**config.mk**
```make
export PLATFORM = sky130hd
export DESIGN_NAME = alu_exec_controller
export DESIGN_NICKNAME = d
export VERILOG_FILES = /design/src/rtl/alu_exec_pkg.sv /design/src/rtl/alu_exec_controller_shift_add_multiplier.sv /design/src/rtl/alu_exec_controller.sv
export SDC_FILE = /design/constraint.sdc
export NUM_CORES = 1
export LEC_CHECK = 0
export ABC_AREA = 1
export CAP_MARGIN = 40
export CORE_ASPECT_RATIO = 0.5
export CORE_UTILIZATION = 50
export CTS_CLUSTER_SIZE = 24
export DETAILED_ROUTE_END_ITERATION = 7
export PLACE_DENSITY = 0.79
export SYNTH_ARGS = -nofsm -noshare
export SYNTH_HDL_FRONTEND = slang
export SYNTH_SLANG_ARGS = --single-unit
```
**constraint.sdc**
```tcl
create_clock -name clk -period 4.43 [get_ports clk]
set_input_delay 1.1075 -clock clk [delete_from_list [all_inputs] [get_ports clk]]
set_output_delay 1.1075 -clock clk [all_outputs]
set_load 0.01 [all_outputs]
```
**src/rtl/alu_exec_pkg.sv**
```systemverilog
// Shared types and constants for the ALU execute controller.
// Op codes, FSM states, flag bit positions and the one-hot op decoder.
package alu_exec_pkg;

    typedef enum logic [2:0] {
        OP_ADD,
        OP_MUL,
        OP_SUB,
        OP_AND,
        OP_XOR,
        OP_ILL
    } op_e;

    typedef enum logic [1:0] {
        S_IDLE,
        S_MUL,
        S_DONE
    } state_e;

    // Bit positions inside the {N,V,C,Z} flag vector
    localparam int FLG_Z = 0;
    localparam int FLG_C = 1;
    localparam int FLG_V = 2;
    localparam int FLG_N = 3;

    // Button codes as seen on op_onehot = {X,N,S,M}
    localparam logic [3:0] CODE_ADD = 4'b0000;
    localparam logic [3:0] CODE_MUL = 4'b0001;
    localparam logic [3:0] CODE_SUB = 4'b0010;
    localparam logic [3:0] CODE_AND = 4'b0100;
    localparam logic [3:0] CODE_XOR = 4'b1000;

    // Map a button pattern to an operation; anything unexpected is illegal
    function automatic op_e op_decode(input logic [3:0] code);
        op_e op;
        case (code)
            CODE_ADD: op = OP_ADD;
            CODE_MUL: op = OP_MUL;
            CODE_SUB: op = OP_SUB;
            CODE_AND: op = OP_AND;
            CODE_XOR: op = OP_XOR;
            default:  op = OP_ILL;
        endcase
        return op;
    endfunction

endpackage

```
**src/rtl/alu_exec_controller_shift_add_multiplier.sv**
```systemverilog
// Iterative unsigned shift-add multiplier, one partial product per step.
// o_product is the accumulator value that the current step produces, so the
// caller can capture the full product on the same edge as the final step.
module shift_add_multiplier #(
    parameter int WIDTH = 4
) (
    input  logic                 clk,
    input  logic                 i_load,
    input  logic                 i_step,
    input  logic [WIDTH-1:0]     i_a,
    input  logic [WIDTH-1:0]     i_b,
    output logic [2*WIDTH-1:0]   o_product,
    output logic                 o_last
);

    localparam int CW = (WIDTH > 1) ? $clog2(WIDTH) : 1;

    logic [2*WIDTH-1:0] r_acc;
    logic [2*WIDTH-1:0] r_mcand;
    logic [WIDTH-1:0]   r_mplier;
    logic [CW-1:0]      r_cnt;
    logic [2*WIDTH-1:0] w_acc_nxt;

    // Add the shifted multiplicand when the current multiplier bit is set
    always_comb begin
        w_acc_nxt = r_acc + (r_mplier[0] ? r_mcand : '0);
    end

    // Load operands, then shift one multiplier bit per step
    always_ff @(posedge clk) begin
        if (i_load) begin
            r_acc    <= '0;
            r_mcand  <= (2*WIDTH)'(i_a);
            r_mplier <= i_b;
            r_cnt    <= '0;
        end else if (i_step) begin
            r_acc    <= w_acc_nxt;
            r_mcand  <= r_mcand << 1;
            r_mplier <= r_mplier >> 1;
            r_cnt    <= r_cnt + 1'b1;
        end
    end

    assign o_product = w_acc_nxt;
    assign o_last    = (r_cnt == CW'(WIDTH - 1));

endmodule

```
**src/rtl/alu_exec_controller.sv**
```systemverilog
// ALU execute controller: captures operands, runs add/sub/and/xor in one
// cycle and multiply over WIDTH cycles, and registers result plus {N,V,C,Z}.
// Optional macro ALU_EXEC_ACC_EN adds acc_mode, which takes operand B from
// the low half of the previous result for chained operations.
module alu_exec_controller
    import alu_exec_pkg::*;
#(
    parameter int WIDTH  = 4,
    parameter int SENS_W = 2
) (
    input  logic                 clk,
    input  logic                 reset_n,
    input  logic [WIDTH-1:0]     spi_data,
    input  logic                 spi_valid,
    input  logic [SENS_W-1:0]    sensor_b,
    input  logic [3:0]           op_onehot,
    input  logic                 start,
`ifdef ALU_EXEC_ACC_EN
    input  logic                 acc_mode,
`endif
    output logic                 busy,
    output logic                 done,
    output logic                 op_error,
    output logic [WIDTH-1:0]     operand_a,
    output logic [2*WIDTH-1:0]   result,
    output logic [3:0]           flags
);

    state_e               r_state;
    logic [WIDTH-1:0]     r_a;
    logic [2*WIDTH-1:0]   r_result;
    logic [3:0]           r_flags;
    logic                 r_busy;
    logic                 r_done;
    logic                 r_op_error;

    op_e                  w_op;
    logic [WIDTH-1:0]     w_b;
    logic [WIDTH:0]       w_sum;
    logic [WIDTH:0]       w_diff;
    logic [WIDTH-1:0]     w_alu_lo;
    logic                 w_alu_c;
    logic                 w_alu_v;
    logic [3:0]           w_alu_flags;
    logic [3:0]           w_mul_flags;
    logic                 w_mul_load;
    logic                 w_mul_step;
    logic [2*WIDTH-1:0]   w_mul_product;
    logic                 w_mul_last;

    assign w_op = op_decode(op_onehot);

`ifdef ALU_EXEC_ACC_EN
    assign w_b = acc_mode ? r_result[WIDTH-1:0] : WIDTH'(sensor_b);
`else
    assign w_b = WIDTH'(sensor_b);
`endif

    // Operand A register follows every SPI strobe, even mid-operation
    always_ff @(posedge clk) begin
        if (!reset_n) begin
            r_a <= '0;
        end else if (spi_valid) begin
            r_a <= spi_data;
        end
    end

    // Single-cycle ALU path and its flags, evaluated on the live operands
    always_comb begin
        w_sum    = {1'b0, r_a} + {1'b0, w_b};
        w_diff   = {1'b0, r_a} - {1'b0, w_b};
        w_alu_lo = '0;
        w_alu_c  = 1'b0;
        w_alu_v  = 1'b0;
        case (w_op)
            OP_ADD: begin
                w_alu_lo = w_sum[WIDTH-1:0];
                w_alu_c  = w_sum[WIDTH];
                w_alu_v  = (r_a[WIDTH-1] == w_b[WIDTH-1]) &&
                           (w_sum[WIDTH-1] != r_a[WIDTH-1]);
            end
            OP_SUB: begin
                // The extra top bit of the difference is the borrow (A < B)
                w_alu_lo = w_diff[WIDTH-1:0];
                w_alu_c  = w_diff[WIDTH];
                w_alu_v  = (r_a[WIDTH-1] != w_b[WIDTH-1]) &&
                           (w_diff[WIDTH-1] != r_a[WIDTH-1]);
            end
            OP_AND:  w_alu_lo = r_a & w_b;
            OP_XOR:  w_alu_lo = r_a ^ w_b;
            default: w_alu_lo = '0;
        endcase
        w_alu_flags        = '0;
        w_alu_flags[FLG_Z] = (w_alu_lo == '0);
        w_alu_flags[FLG_C] = w_alu_c;
        w_alu_flags[FLG_V] = w_alu_v;
        w_alu_flags[FLG_N] = w_alu_lo[WIDTH-1];
    end

    // Multiply flags: carry means the product spilled into the upper half
    always_comb begin
        w_mul_flags        = '0;
        w_mul_flags[FLG_Z] = (w_mul_product == '0);
        w_mul_flags[FLG_C] = (w_mul_product[2*WIDTH-1:WIDTH] != '0);
        w_mul_flags[FLG_V] = 1'b0;
        w_mul_flags[FLG_N] = w_mul_product[2*WIDTH-1];
    end

    assign w_mul_load = (r_state == S_IDLE) && start && (w_op == OP_MUL);
    assign w_mul_step = (r_state == S_MUL);

    shift_add_multiplier #(
        .WIDTH (WIDTH)
    ) u_mul (
        .clk       (clk),
        .i_load    (w_mul_load),
        .i_step    (w_mul_step),
        .i_a       (r_a),
        .i_b       (w_b),
        .o_product (w_mul_product),
        .o_last    (w_mul_last)
    );

    // Control FSM with registered handshake, result and flags
    always_ff @(posedge clk) begin
        if (!reset_n) begin
            r_state    <= S_IDLE;
            r_result   <= '0;
            r_flags    <= '0;
            r_busy     <= 1'b0;
            r_done     <= 1'b0;
            r_op_error <= 1'b0;
        end else begin
            r_done     <= 1'b0;
            r_op_error <= 1'b0;
            case (r_state)
                S_IDLE: begin
                    if (start) begin
                        if (w_op == OP_ILL) begin
                            r_op_error <= 1'b1;
                        end else if (w_op == OP_MUL) begin
                            r_busy  <= 1'b1;
                            r_state <= S_MUL;
                        end else begin
                            r_result <= (2*WIDTH)'(w_alu_lo);
                            r_flags  <= w_alu_flags;
                            r_done   <= 1'b1;
                            r_state  <= S_DONE;
                        end
                    end
                end
                S_MUL: begin
                    if (w_mul_last) begin
                        r_result <= w_mul_product;
                        r_flags  <= w_mul_flags;
                        r_busy   <= 1'b0;
                        r_done   <= 1'b1;
                        r_state  <= S_DONE;
                    end
                end
                S_DONE: begin
                    r_state <= S_IDLE;
                end
                default: begin
                    r_busy  <= 1'b0;
                    r_state <= S_IDLE;
                end
            endcase
        end
    end

    assign busy      = r_busy;
    assign done      = r_done;
    assign op_error  = r_op_error;
    assign operand_a = r_a;
    assign result    = r_result;
    assign flags     = r_flags;

endmodule

```
==> results list, run 1 <==
- The run finished with clean final reports.
* DRC violation count after routing: 0
* Setup repair after global routing missed its margin: false
* Number of instances in the synthesized netlist: 330
- In this run the critical register-to-register path is launched from u_mul.r_mplier[0].
* Worst-case headroom to the max-slew limit: 54.8%
* Area of combinational cells with multiple inputs: 0.00132 sq mm
- Summed over all layers, the global routing overflow is 0.
- Summing the areas of all fa, ha and maj instances in the mapped netlist gives 9.67% of the synthesized area.
* Kind of start point of the critical path: input pin
- The critical path ends at flags[0].
* Worst r2r path cells: 12
- Per report_power, the sequential group accounts for 42.6% of the total.
- Register Area: 881 sq um
- No sink is reached through more buffers than the 2 on the longest clock path.
- Count of antenna-violating nets left after detailed routing: 0
- Of the total synthesized cell area, the portion taken by XOR and XNOR cells is under 10%.
- 33 I/O pins were placed.
* Ys Warns: 0
* Minimum clock period after layout: 3.05 ns
* Number of diodes: 0
* Least setup slack across all paths after layout: ~1.4 ns
- Mux share of post-synthesis cell area: 0%
- The number of clock buffers added by TritonCTS is 5.
- Placed standard-cell area: ~0.0028 sq mm
- Starting DRC count in detailed routing: 176
- Final hold violations: 0
* Biggest fanout along the worst timing path: 3
* Layout overhead on the synthesized area: 18.4%
- The synthesized netlist contains 37 unique library cells.
- The floorplan step defined a die boundary enclosing 0.00517 sq mm.
- In this run the power density over the cells is 393 mW/mm^2.
* Highest achievable clock rate: 328 MHz
- Via count of the first global-routing pass: 2,168
* Filler Cell Count: 400
- Floorplan die width: ~100 microns
- Area of all placed cells without fillers: between 0.002 and 0.003 sq mm
- The clock tree synthesis step divided the H-tree into 2 levels.
- Crit path from: sensor_b[1]
- For the worst setup path, the data arrival time is 3.28 ns.
- The average instance in the mapped netlist occupies 7.37 sq um.
- Entering global routing, the biggest net connects 21 pins.
- DPL Wire Length: 4290 microns
* Final worst clock skew: 0.0136 ns
* Number of setup violations in the final report: 0
- At the end of routability-driven placement, the weighted congestion stood at 0.893.
- Pins over their slew limit: 0
- In this run, the combinational gates consume between 30% and 40% of the power.
- Switch Pwr: roughly 0.38 mW
- Synth Net Count: 361
- For this run, the total global-route usage over all layers was measured as 24.3%.
* Endpoint of the most critical register-to-register path: flags[1]
* Total wirelength of the detailed-routed design: 5620 microns
- Via count: 2,212
- The clock network accounts for 26.7% of the total power.
* PortBufs: 32
- In the final routed layout, each cell accounts on average for 13.2 microns.
- IR drop worst, VDD: 0.000177 V
- Adding up every negative setup slack in the final design gives 0 ns.
- Summing the areas of all compound-gate instances in the mapped netlist gives 12.3% of the synthesized area.
- In this run the cell area of the synthesized design comes to 0.00243 sq mm.
- The first global-routing pass estimated just under 10,000 microns of wire.
- Simple-gate share of the synthesized area: between 30% and 40%
- Placement Setup Slack: 1.07 ns
* Total number of clock tree sinks: 41
- Total power for the finished layout comes to approximately 1.1 mW.
* Number of instances on the worst hold path: 2
* Period Utilization, post-route: 68.9%
- Leakage power: 1.33 nW
- The path class of the tightest hold or removal check is reg -> reg.
- Floorplan row count: 17
- Post-CTS timing repair inserted 0 buffers for setup.
- The internal power of the cells totals between 0.7 and 0.8 mW.
* DRT Pass-1 Iters: 5
* Fin nets: 391
- In the final layout, the share of cells above drive strength 1 is 7.76%.
- Dominant combinational cell family by area after synthesis: simple AND/OR/NAND/NOR gates
- CTS tree: done
* Proportion of synthesized chip area in sequential cells: between 30 and 40%
- Of the total power, the share spent switching nets is 33.6%.
* Number of gates resized after CTS: 0
- Clock transition at the registers of the reported paths: around 0.08 ns
- Height of the die: 51.3 microns
- The worst register-to-register path has a setup slack of approximately 2.3 ns.
- Max Cap Violations: 0
- Slew of the pin with the lowest slew margin: about 0.68 ns
* Vias/cell: 5.18
- For this configuration, the core starts out at a cell density of 53.7%.
- The root buffer cell chosen for the clock tree is sky130_fd_sc_hd__clkbuf_8.
* Area of the placeable core: 0.00453 sq mm
* Worst setup EP type: register
* Yosys reg bits: 41
- Clock latency on the worst-skew pair: 0.30 ns
- Buffers inserted to repair hold after CTS numbered 0.
* Kind of critical path: in -> reg
* CP required: 4.66 ns
* Initial antenna violation count: 0
metal layers:
metal / up-vias / wire length, microns / GRT usage (%)
met5: - / 0 / 0
met4: 0 / 68 / 7.97
met3: 9 / 279 / 4.24
met2: 67 / 2600 / 41.3
met1: 991 / 2670 / 31.7
li1: 1145 / - / -
Yosys cell counts:
cell type	count	area [sq um]
sky130_fd_sc_hd__nand3_2	3	30.0
sky130_fd_sc_hd__or2_0	1	6.26
sky130_fd_sc_hd__xor2_1	2	17.5
sky130_fd_sc_hd__o211ai_1	2	15.0
sky130_fd_sc_hd__o21bai_1	1	7.51
sky130_fd_sc_hd__ha_1	14	175
sky130_fd_sc_hd__o21ai_1	4	20.0
sky130_fd_sc_hd__buf_6	3	33.8
sky130_fd_sc_hd__or2_2	1	6.26
sky130_fd_sc_hd__a22o_1	1	8.76
sky130_fd_sc_hd__nand2_1	89	334
sky130_fd_sc_hd__edfxtp_1	6	180
sky130_fd_sc_hd__nor3_1	2	10.0
sky130_fd_sc_hd__inv_1	38	143
sky130_fd_sc_hd__dfxtp_1	35	701
sky130_fd_sc_hd__a211oi_2	1	12.5
sky130_fd_sc_hd__fa_1	3	60.1
sky130_fd_sc_hd__o21ai_2	2	17.5
sky130_fd_sc_hd__nand4_1	10	62.6
sky130_fd_sc_hd__nor2_4	4	45.0
sky130_fd_sc_hd__a31oi_1	4	25.0
sky130_fd_sc_hd__nand3b_1	1	7.51
sky130_fd_sc_hd__o41ai_1	1	8.76
sky130_fd_sc_hd__o21ai_0	11	55.1
sky130_fd_sc_hd__a211oi_1	2	15.0
sky130_fd_sc_hd__nand2_2	2	12.5
sky130_fd_sc_hd__inv_2	5	18.8
sky130_fd_sc_hd__xnor2_1	2	17.5
sky130_fd_sc_hd__a21oi_1	23	115
sky130_fd_sc_hd__nand3_1	22	110
sky130_fd_sc_hd__inv_8	1	11.3
sky130_fd_sc_hd__nor2_2	1	6.26
sky130_fd_sc_hd__buf_2	5	25.0
sky130_fd_sc_hd__nor2_1	25	93.8
sky130_fd_sc_hd__nor3_4	1	16.3
sky130_fd_sc_hd__clkbuf_1	1	3.75
sky130_fd_sc_hd__or2_1	1	6.26
power groups by stage:
stage / logic, mW / clock network [mW] / registers (mW)
floorplan: 0.256 / 0 / 0.483
global placement: 0.330 / 0 / 0.488
detailed placement: 0.341 / 0 / 0.491
CTS: 0.343 / 0.303 / 0.483
global route: 0.398 / 0.319 / 0.491
finish: 0.348 / 0.302 / 0.482
cells by family (layout without fill, tap and decap cells):
| group | after synthesis | count (layout) |
|---|---|---|
| xor+xnor | 4 | 4 |
| simple gates | 163 | 163 |
| fa+ha+maj | 17 | 17 |
| buf+inv | 53 | 84 |
| compound gates | 52 | 52 |
| flops | 41 | 41 |
state kept, by name (all words and copies together), names as in the netlist:
| signal | count |
|---|---|
| flags | 4 |
| op_error | 1 |
| u_mul.r_acc | 8 |
| u_mul.r_mplier | 2 |
| done | 1 |
| r_state | 2 |
| operand_a | 4 |
| busy | 1 |
| result | 8 |
| u_mul.r_cnt | 2 |
| u_mul.r_mcand | 8 |
worst min-delay path by stage:
stage | startpoint | end | slack, ns
2_1_floorplan | u_mul.r_mcand[7] | u_mul.r_mcand[7] | 0.44
3_3_place_gp | u_mul.r_cnt[1] | u_mul.r_cnt[1] | 0.45
3_5_place_dp | u_mul.r_acc[2] | u_mul.r_acc[2] | 0.46
4_1_cts | u_mul.r_acc[2] | u_mul.r_acc[2] | 0.47
5_1_grt | u_mul.r_acc[0] | u_mul.r_acc[0] | 0.49
6_report | u_mul.r_acc[2] | u_mul.r_acc[2] | 0.47
stage by stage:
stage	std cells	hold slack (ns)	utilization, %
2_1_floorplan	330	0.440	-
5_1_grt	427	0.494	63.6
6_report	427	0.472	63.6
3_5_place_dp	419	0.462	61.2
3_3_place_gp	419	0.452	61.2
4_1_cts	427	0.475	63.6
cell usage in the layout, fill, tap and decap left out, types with 3 or more instances in the layout:
master	count
sky130_fd_sc_hd__inv_1	38
sky130_fd_sc_hd__a21oi_1	23
sky130_fd_sc_hd__ha_1	14
sky130_fd_sc_hd__nand2_1	89
sky130_fd_sc_hd__o21ai_1	4
sky130_fd_sc_hd__nand3_2	3
sky130_fd_sc_hd__nand4_1	10
sky130_fd_sc_hd__edfxtp_1	6
sky130_fd_sc_hd__nor2_4	4
sky130_fd_sc_hd__nand3_1	22
sky130_fd_sc_hd__clkbuf_8	5
sky130_fd_sc_hd__fa_1	3
sky130_fd_sc_hd__a31oi_1	4
sky130_fd_sc_hd__inv_2	5
sky130_fd_sc_hd__nor2_1	25
sky130_fd_sc_hd__o21ai_0	11
sky130_fd_sc_hd__clkdlybuf4s50_1	32
sky130_fd_sc_hd__dfxtp_1	35
worst max-delay path, stage by stage:
cell and delay, ns:
sky130_fd_sc_hd__clkdlybuf4s50_1 0.53, sky130_fd_sc_hd__inv_1 0.11, sky130_fd_sc_hd__ha_1 0.34, sky130_fd_sc_hd__a211oi_1 0.25, sky130_fd_sc_hd__ha_1 0.26, sky130_fd_sc_hd__nand4_1 0.09, sky130_fd_sc_hd__nand3_1 0.15, sky130_fd_sc_hd__nor2_1 0.13
sky130_fd_sc_hd__nand2_1 0.05, sky130_fd_sc_hd__nor2_1 0.08, sky130_fd_sc_hd__nor2_1 0.05, sky130_fd_sc_hd__a21oi_1 0.14
layout make-up:
cell class	count	share of cell area (%)
inverter	44	5.99
clock buffer	6	2.52
sequential	41	30.6
clock inverter	2	1.22
timing repair buffer	32	11.1
multi-input combinational	236	45.7
tap	66	2.87
No activity file was read; power rests on OpenSTA's default activity.
==> run 2: changes to the inputs <==
- CORE_UTILIZATION: 50 -> 49
- PLACE_DENSITY: 0.79 -> 0.8
- clock period: 4.43 -> 2.5 ns (I/O delays scaled with it)
==> results list, run 2 (synthesis results as in run 1) <==
- Cts bufs inserted: 5 (unchanged)
- The area of the multi-input gates came to 0.00134 sq mm (+1.7%).
- Starting density of the core: 53.2% (-0.50 points)
- Total number of clock tree sinks: 41 (unchanged)
- Worst setup EP type: register
* Initial antenna violation count: 0 (unchanged)
- Switch Pwr: 0.685 mW (+80%)
- Per-cell routed wire length: 13.1 microns (-0.32%)
- The die footprint is 0.00527 sq mm (+2.0%).
- The area of the placeable core is 0.00457 sq mm (+0.94%).
- The wire length of the first global-routing pass is 9290 microns (-4.5%).
* Filler Cell Count: 396 (-1.0%)
- The number of buffers added on ports was 32 (unchanged).
- The final count of pins violating max slew was 0 (unchanged).
- The post-route DRC violation count is 0 (unchanged).
- Sequential power share: 42.0% (-0.6 points)
- Root buffer selected by CTS: sky130_fd_sc_hd__clkbuf_8
- Worst hold path type: reg -> reg
* CP required: 2.74 ns (-1.92 ns)
- The length of the first detailed-routing pass in iterations was 5 (unchanged).
- Setup repair after global routing left no endpoint under its margin.
- Slew of the pin with the lowest slew margin: 0.439 ns (-0.236 ns)
- The number of top-level pins was 33 (unchanged).
- Core occupancy in the finished layout: 64.9% (+1.3 points)
- The library cells used most frequently in the layout, excluding fill and tap cells, are sky130_fd_sc_hd__nand2_1 (89), sky130_fd_sc_hd__inv_1 (37), sky130_fd_sc_hd__dfxtp_1 (35).
- The worst path uses 92.3% of the clock period.
- The flow ran to the end, and the final reports show no timing, DRC or antenna violations.
- Worst-case headroom to the max-slew limit: 70.6% (+16 points)
* DPL Wire Length: 4250 microns (-1.0%)
- The maximum number of pins on one net before global-route repair was 21 (unchanged).
* Layout overhead on the synthesized area: 21.9%
- The overall global routing resource usage came to 23.4% (-0.92 points).
- The chip width was 102 microns (+1.0%).
- The detailed router's first-iteration violation count is 161 (-8.5%).
- The placed standard-cell area is 0.00283 sq mm (+2.2%).
- Critical Path Max Stage Delay: 0.52 ns (about the same)
- The count of standard-cell rows is 17 (unchanged).
- Cell with the largest stage delay on the worst path: sky130_fd_sc_hd__clkdlybuf4s50_1
- The area of all sequential standard cells came to 881 sq um (unchanged).
* Most common cell after layout, fill and taps aside: sky130_fd_sc_hd__nand2_1
* Minimum clock period after layout: 2.31 ns
- The final instance area came to 0.00297 sq mm (+3.0%).
- Routability congestion estimate: 0.893 (about the same)
- Height of the die: 51.8 microns (+0.97%)
- TritonCTS built the clock tree.
* Leakage power: 1.39 nW (+4.1%)
- The internal power summed over all cells is 1.34 mW (+79%).
- The number of global-route vias before repair is 2,123 (-2.1%).
- The power share of the clock group came to 26.6% (about the same).
* Kind of critical path: in -> reg
- The data arrival time of the critical path was 2.55 ns (-0.73 ns).
- The setup skew after layout was 0.0120 ns (-0.00156 ns).
- Counting stages on the worst path, the most repeated cell is sky130_fd_sc_hd__nor2_1.
* Fraction of layout instances using a drive strength above 1: 10.8% (+3.1 points)
- Total congestion overflow after global routing: 0 (unchanged)
- Based on the critical path, the design can be clocked at up to ~430 MHz.
- The number of vias per cell came to 5.32 (+2.8%).
- The max-capacitance violation count was 0 (unchanged).
- Number of setup violations in the final report: 0 (unchanged)
- The largest driver fanout on the critical path came to 3 (unchanged).
* Count of antenna-violating nets left after detailed routing: 0 (unchanged)
* Maximum number of buffers from clock root to sink: 2 (unchanged)
* Pwr/cell area: 684 mW/mm^2 (+74%)
- The largest voltage drop on the vdd net is 0.000297 V (+68%).
- Clock latency on the worst-skew pair: 0.30 ns (about the same)
- The buffer count from post-CTS setup fixing is 0 (unchanged).
* Total wirelength of the detailed-routed design: 5710 microns (+1.5%)
- STA classifies the critical path startpoint as an input pin.
- The clock input transition at the sequential cells of the worst setup and hold paths is 0.08 ns (about the same).
* Final hold violations: 0 (unchanged)
* CP Cell Sequence: clkdlybuf4s50_1 -> ha_1 -> inv_1 -> fa_1 -> or2_0 -> nand3_1 -> nand2_1 -> nor2_1 -> nand2_1 -> nor2_1 -> nor2_1 -> a21oi_1
- Fin nets: 399 (+2.0%)
- Maximum level of the CTS H-tree: 2 (unchanged)
* Sw Share: 33.8% (+0.16 points)
* Number of diodes: 0 (unchanged)
* Via count: 2,316 (+4.7%)
* Combinational Power Share: 31.4% (+0.6 points)
==> run 2: final cells by class <==
cell class | instances | area share, %
clock inverters | 2 | 1.18
clock buffers | 6 | 2.45
inverters | 44 | 5.82
flip-flops and latches | 41 | 29.7
multi-input cells | 236 | 45.2
repair buffers | 40 | 12.9
well taps | 66 | 2.78
==> run 2: final timing paths <==
| path | from | end | slack (ns) | depth (start not counted) |
|---|---|---|---|---|
| setup / recovery | sensor_b[0] | flags[0] | 0.19 | 12 |
| hold / removal | flags[2] | flags[2] | 0.48 | 2 |
| setup reg to reg | u_mul.r_mplier[0] | flags[1] | 0.35 | 12 |
| hold reg to reg | flags[2] | flags[2] | 0.48 | 2 |
==> run 2: repair_timing <==
action	4_1_cts	5_1_grt
setup endpoints to repair	0	2
hold buffers	0	0
resized for setup	0	5
==> run 2: per-stage QoR <==
stage / setup WS (ns) / total power, mW / std cells / TNS (ns) / hold slack, ns
floorplan: 0.416 / 1.31 / 330 / 0 / 0.440
global placement: -0.184 / 1.45 / 427 / -0.341 / 0.450
detailed placement: -0.238 / 1.49 / 427 / -0.603 / 0.459
CTS: 0.0733 / 2.02 / 435 / 0 / 0.480
global route: 0.00105 / 2.15 / 435 / 0 / 0.498
finish: 0.192 / 2.03 / 435 / 0 / 0.477
==> run 2: layer usage <==
layer / vias up / GRT usage [%] / share of wire, %
met2: 80 / 39.4 / 47
met5: - / 0 / 0
met4: 0 / 10.4 / 2.4
met1: 1062 / 29.7 / 46
met3: 15 / 4.30 / 4.9
li1: 1159 / - / -
==> run 2: worst max-delay path, delay by kind of cell <==
kind	cells	cell delay, ns
buffers and inverters	2	0.59
and+or+nand+nor	7	0.67
AOI/OAI and AO/OA	1	0.11
adders and majority gates	2	0.55
==> run 2: power groups by stage <==
stage | clock [mW] | sequential, mW | combinational (mW)
after floorplan | 0 | 0.855 | 0.454
after global placement | 0 | 0.861 | 0.592
after detailed placement | 0 | 0.866 | 0.622
after CTS | 0.540 | 0.852 | 0.629
after global routing | 0.569 | 0.866 | 0.719
final | 0.540 | 0.853 | 0.637
==> run 3: changes to the inputs <==
- CORE_MARGIN: unset -> 4
- clock period: 2.5 -> 1.9 ns (I/O delays scaled with it)
==> results list, run 3 (synthesis results as in run 1) <==
- The largest voltage drop on the vdd net is 0.000428 V (+44%).
- Global-route wire length before repair: 11,200 microns (+21%)
- The post-route antenna net violation count was 0 (unchanged).
- The number of sinks driven by the clock tree was 41 (unchanged).
* Overall power: 3.18 mW (+57%)
* Via count: 2,595 (+12%)
- Final hold violations: 0 (unchanged)
- The die extent in y was 57.8 microns (+12%).
- The worst path uses 108% of the clock period.
- Pins over their slew limit: 0 (unchanged)
* Floorplan die width: 108 microns (+5.9%)
- Boundary pin count: 33 (unchanged)
- The clock insertion delay at the later pin of the skew report was 0.31 ns (about the same).
* Core occupancy in the finished layout: 75.5% (+11 points)
- The count of placed standard cells including taps was 450 (+5.4%).
* Violated checks: setup timing
* Cts bufs inserted: 5 (unchanged)
- Area enclosed by the die boundary: 0.00623 sq mm (+18%)
- The worst register-to-register path ends at flags[0].
- The post-route DRC violation count is 0 (unchanged).
* Clock transition at the registers of the reported paths: 0.08 ns (about the same)
- Number of diodes: 0 (unchanged)
- The length of the first detailed-routing pass in iterations is 4 (-1).
- Counting stages on the worst path, the most repeated cell is sky130_fd_sc_hd__nand2_1.
* CP Cell Sequence: nand2_1 -> inv_2 -> ha_4 -> fa_2 -> xor2_1 -> nor3_1 -> nand2_1 -> nor2_2 -> nand3_1 -> a21oi_1
- The HPWL after detailed placement was 4810 microns (+13%).
- Quantity of hold-fixing buffers added after cts: 0 (unchanged)
- Total wirelength of the detailed-routed design: 7720 microns (+35%)
- Leakage power: 1.55 nW (+12%)
- The worst reg-to-reg setup slack is -0.15 ns (-0.50 ns).
- Setup repair after global routing could not meet its margin everywhere.
- The largest stage delay on the critical path was 0.46 ns (-0.06 ns).
- In this run the worst hold path is classified as reg -> reg.
* Fraction of layout instances using a drive strength above 1: 32.7% (+22 points)
* Worst-case headroom to the max-slew limit: 68.2% (-2.4 points)
* Fin nets: 424 (+6.3%)
* Critical R2R Launch: u_mul.r_mplier[0]
* Layout overhead on the synthesized area: 42.6%
* Starting density of the core: 53.0% (-0.25 points)
- The wire length per cell was 16.8 microns (+28%).
- The residual overflow from global routing came to 0 (unchanged).
* Worst r2r path cells: 10 (-2)
- Pwr/cell area: 916 mW/mm^2 (+34%)
- Floorplan row count: 17 (unchanged)
* Commonest non-fill, non-tap cells in the layout: sky130_fd_sc_hd__nand2_1 (66), sky130_fd_sc_hd__dfxtp_1 (33), sky130_fd_sc_hd__clkdlybuf4s50_1 (30)
* CP required: 2.14 ns (-0.60 ns)
- The setup skew after layout came to 0.0131 ns (+0.00102 ns).
- The H-tree depth reported by CTS came to 2 (unchanged).
* PortBufs: 32 (unchanged)
* Maximum number of buffers from clock root to sink: 2 (unchanged)
- The final critical-path setup slack was -0.148 ns (-0.340 ns).
- The number of cells in the finished layout apart from fillers was 460 (+5.7%).
- The cell depth of the worst hold path came to 2 (unchanged).
- Kind of start point of the critical path: register
- Initial antenna violation count: 0 (unchanged)
- Via count of the first global-routing pass: 2,465 (+16%)
- The flow ran to the end, but the final reports show violations.
- Leaving out fill and tap cells, the most frequent cell in the layout is sky130_fd_sc_hd__nand2_1.
- Pin count of the biggest net entering global routing: 21 (unchanged)
- In this run the most critical hold path is launched from busy.
- For hold timing, the worst endpoint is busy.
- The final hold slack was 0.464 ns (-0.0129 ns).
* Overall global routing resource usage: 22.4% (-0.98 points)
- The area of the placeable core was 0.00459 sq mm (+0.47%).
- Slew of the pin with the lowest slew margin: 0.471 ns (+0.0318 ns)
- The global placer's final weighted congestion was 0.867 (-3.0%).
* Minimum clock period after layout: 2.05 ns
* Biggest fanout along the worst timing path: 4 (+1)
- Number of setup violations in the final report: 7 (+7)
- The number of vias per cell was 5.64 (+6.0%).
- Root buffer selected by CTS: sky130_fd_sc_hd__clkbuf_8
- Kind of critical path: reg -> reg
- Starting DRC count in detailed routing: 242 (+50%)
- The data arrival time of the critical path was 2.29 ns (-0.26 ns).
- Derived from the worst setup path, the maximum achievable clock frequency is 488 MHz.
- Cell with the largest stage delay on the worst path: sky130_fd_sc_hd__edfxtp_1
- Filler Cell Count: 306 (-23%)
- The worst setup path is captured at a register.
* CTS tree: done
* Max Cap Violations: 0 (unchanged)
-- run 3: timing repair --
| item | 4_1_cts | 5_1_grt |
|---|---|---|
| gates resized for setup | 22 | 67 |
| setup endpoints to repair | 11 | 14 |
| hold endpoints to repair | 0 | 0 |
| pin swaps | 6 | 19 |
| buffers inserted | 1 | 1 |
-- run 3: final cells by class --
cell class,instances,area (sq um),share of cell area (%)
clock buffer,6,72.6,2.09
multi-input combinational,236,1650,47.5
tap,66,82.6,2.38
sequential,41,883,25.5
inverter,44,173,4.98
timing repair buffer,65,599,17.3
clock inverter,2,10.0,0.288
-- run 3: layer usage --
metal | GRT usage, % | up-vias | routed length (microns)
li1 | - | 1207 | -
met1 | 27.3 | 1234 | 3240
met2 | 39.6 | 127 | 3780
met3 | 5.23 | 27 | 477
met4 | 7.55 | 0 | 218
met5 | 0 | - | 0
-- run 3: how the worst max path moves through the flow --
| stage | start | to |
|---|---|---|
| after detailed placement | sensor_b[1] | flags[0] |
| after CTS | u_mul.r_mplier[0] | flags[0] |
| after global placement | sensor_b[1] | flags[0] |
| after floorplan | sensor_b[1] | flags[0] |
| after global routing | u_mul.r_mplier[0] | flags[3] |
| final | u_mul.r_mplier[0] | flags[0] |
-- run 3: power breakdown --
| group | internal (mW) | leakage (nW) | switching [mW] | total, mW |
|---|---|---|---|---|
| clock | 0.256 | 0.0450 | 0.335 | 0.590 |
| combinational | 0.631 | 1.16 | 0.792 | 1.42 |
| sequential | 1.02 | 0.345 | 0.142 | 1.16 |
-- run 3: metrics by stage --
stage | setup TNS (ns) | setup slack [ns] | area [sq um]
2_1_floorplan | 0 | 0.0197 | 2450
3_3_place_gp | -4.10 | -0.560 | 3040
3_5_place_dp | -5.75 | -0.665 | 3040
4_1_cts | -0.0370 | -0.0307 | 3210
5_1_grt | -1.49 | -0.284 | 3470
6_report | -0.560 | -0.148 | 3470
-- run 3: critical path: cells and delay by family (launching register included) --
family	cells	cell delay, ns
AND/OR/NAND/NOR	5	0.61
adder cells (fa/ha/maj)	2	0.53
flip-flops	1	0.46
XOR/XNOR	1	0.22
AO/OA/AOI/OAI	1	0.13
buffers and inverters	1	0.05
==> RTL change (config.mk and constraints of run 3) <==
Encoding of `state_e`: now one-hot (3 bits for 3 states).
--- a/src/rtl/alu_exec_pkg.sv
+++ b/src/rtl/alu_exec_pkg.sv
@@ -12,8 +12,8 @@
     } op_e;
 
-    typedef enum logic [1:0] {
-        S_IDLE,
-        S_MUL,
-        S_DONE
+    typedef enum logic [2:0] {
+        S_IDLE = 3'b001,
+        S_MUL  = 3'b010,
+        S_DONE = 3'b100
     } state_e;
 
Behaviour: no difference found for any inputs over 10 cycles, from zero or initial values and one cycle with reset_n low; not proved beyond that.
==> RTL change against run 3 <==
The run still ends with setup timing left. Routed wire length is 1.6% higher. Sequential cell count is 1 higher. Synthesized area is 5.6% higher. Via count is 5.5% higher. Worst setup slack better by 41 ps. Design area is 6.3% higher.
Power is not compared: it rests on default switching activity, and its combinational part moved more than twofold at a synthesized area within 25%.
==> RTL change: results (changes against run 3) <==
The layout inverter count without the clock tree is 63 (+43%). The source of the worst hold timing path was result[4]$_SDFFE_PN0P_. The share of the yosys chip area belonging to registers was 35.1% (-1.1 points).

The adder-cell area share of the yosys netlist was 9.16% (-0.51 points); the final-stage net count was 469 (+11%). The met1 routed wirelength after detailed routing was 3180 um (-1.8%). The layout overhead on the synthesized area is 43.6%. The buffer share of cell area came out at 18.1% (+0.87 points). The average routed wire per standard cell came out at 15.4 um (-8.1%). The count of multi-input combinational gates came out at 252 (+6.8%).

The met3 layer wire length in the routed design is 545 um (+14%), and the clock tree buffer count of the final layout is 7 (+1). The fraction of layout cells with a size suffix above 1 was 31.7% (-1.1 points); the iteration count of the initial detailed-routing pass was 5 (+1). The tools report the final clock skew as 10.3 ps (-2.72 ps). The synthesized-area fraction occupied by ao, oa, aoi and oai cells is 10.2% (-2.2 points), and the global-route wire length before repair is 11100 um (-1.0%). The total number of placement rows is 18 (+1), and the largest net degree at the start of global routing is 20 (-4.8%).

The depth of the worst register-to-register path is 12 (+2), and the detailed placer's ending HPWL is 5070 um (+5.4%). The run gives 42 (+2.4%) as the total clock sinks. The final hold slack was 472 ps (+8.72 ps). The run finished, with violations left. The tools report the number of cells in the finished layout apart from fillers as 509 (+11%).

The xor-xnor portion of the synthesized cell area works out to 1.02% (-0.42 points). The logs give -107 ps (+41.3 ps) for the final critical-path setup slack and 497 (+10%) for the total instance count after detailed placement. For the final weighted congestion in routability-driven placement, the log shows 0.910 (+5.0%). Hold path endpoint: result[4]$_SDFFE_PN0P_. The met1 usage came out at 27.0% (-0.23 points). The logs give 2738 (+5.5%) for the total number of vias and 356 (+16%) for the layout filler cell count. The tools report the number of global-route vias before repair as 2477 (+0.49%).

Ranked by total cell area, the synthesized netlist is headed by sky130_fd_sc_hd__dfxtp_1 (28%), sky130_fd_sc_hd__nand2_1 (15%), sky130_fd_sc_hd__inv_1 (8.5%), sky130_fd_sc_hd__edfxtp_1 (7.0%), sky130_fd_sc_hd__ha_1 (6.8%). The run gives -636 ps (+29.0 ps) as the post-placement worst setup slack. The iteration-0 DRC count of the detailed router is 210 (-13%).

The total setup violations reported at the end of the flow is 5 (-2), and the arrival time of data at the critical path endpoint is 2240 ps (-50 ps). The multi-input logic area came out at 1690 sq um (+2.3%). Clock-cell share of area: 2.88% (+0.50 points). The checks that failed: setup timing. The synthesized area divided by synthesized cell count works out to 7.06 sq um (-4.3%). The slew of the pin with the lowest slew margin was 425 ps (-46.2 ps); the detailed route wirelength on metal2 was 3940 um (+4.2%). For the net count after synthesis, the log shows 395 (+9.4%). The logs give 902 sq um (+2.1%) for the sequential standard cell area and -365 ps (+195 ps) for the aggregate negative setup slack. The commonest cells after synthesis are sky130_fd_sc_hd__nand2_1 (105), sky130_fd_sc_hd__inv_1 (58), sky130_fd_sc_hd__dfxtp_1 (36). The global-route total usage across every layer came out at 21.8% (-0.60 points).

The critical path's largest stage delay was 430 ps (-30 ps); the placed instance area was 3200 sq um (+5.5%).
RTL change: changes by cell type after synthesis, moves of 3 or more:
| cell | before | now |
|---|---|---|
| sky130_fd_sc_hd__a21oi_1 | 23 | 18 |
| sky130_fd_sc_hd__buf_2 | 5 | 1 |
| sky130_fd_sc_hd__inv_1 | 38 | 58 |
| sky130_fd_sc_hd__nand2_1 | 89 | 105 |
| sky130_fd_sc_hd__nand2_2 | 2 | 5 |
| sky130_fd_sc_hd__nand3_1 | 22 | 27 |
| sky130_fd_sc_hd__nand4_1 | 10 | 2 |
| sky130_fd_sc_hd__nor2_1 | 25 | 30 |
| sky130_fd_sc_hd__nor2_2 | 1 | 4 |
| sky130_fd_sc_hd__nor2_4 | 4 | 1 |
| sky130_fd_sc_hd__o21ai_0 | 11 | 16 |
| sky130_fd_sc_hd__o21ai_1 | 4 | 0 |
RTL change: what timing repair did:
action,in CTS,in global routing
resized for setup,40,52
setup buffers,2,2
pin swaps,16,24
setup endpoints to repair,12,12
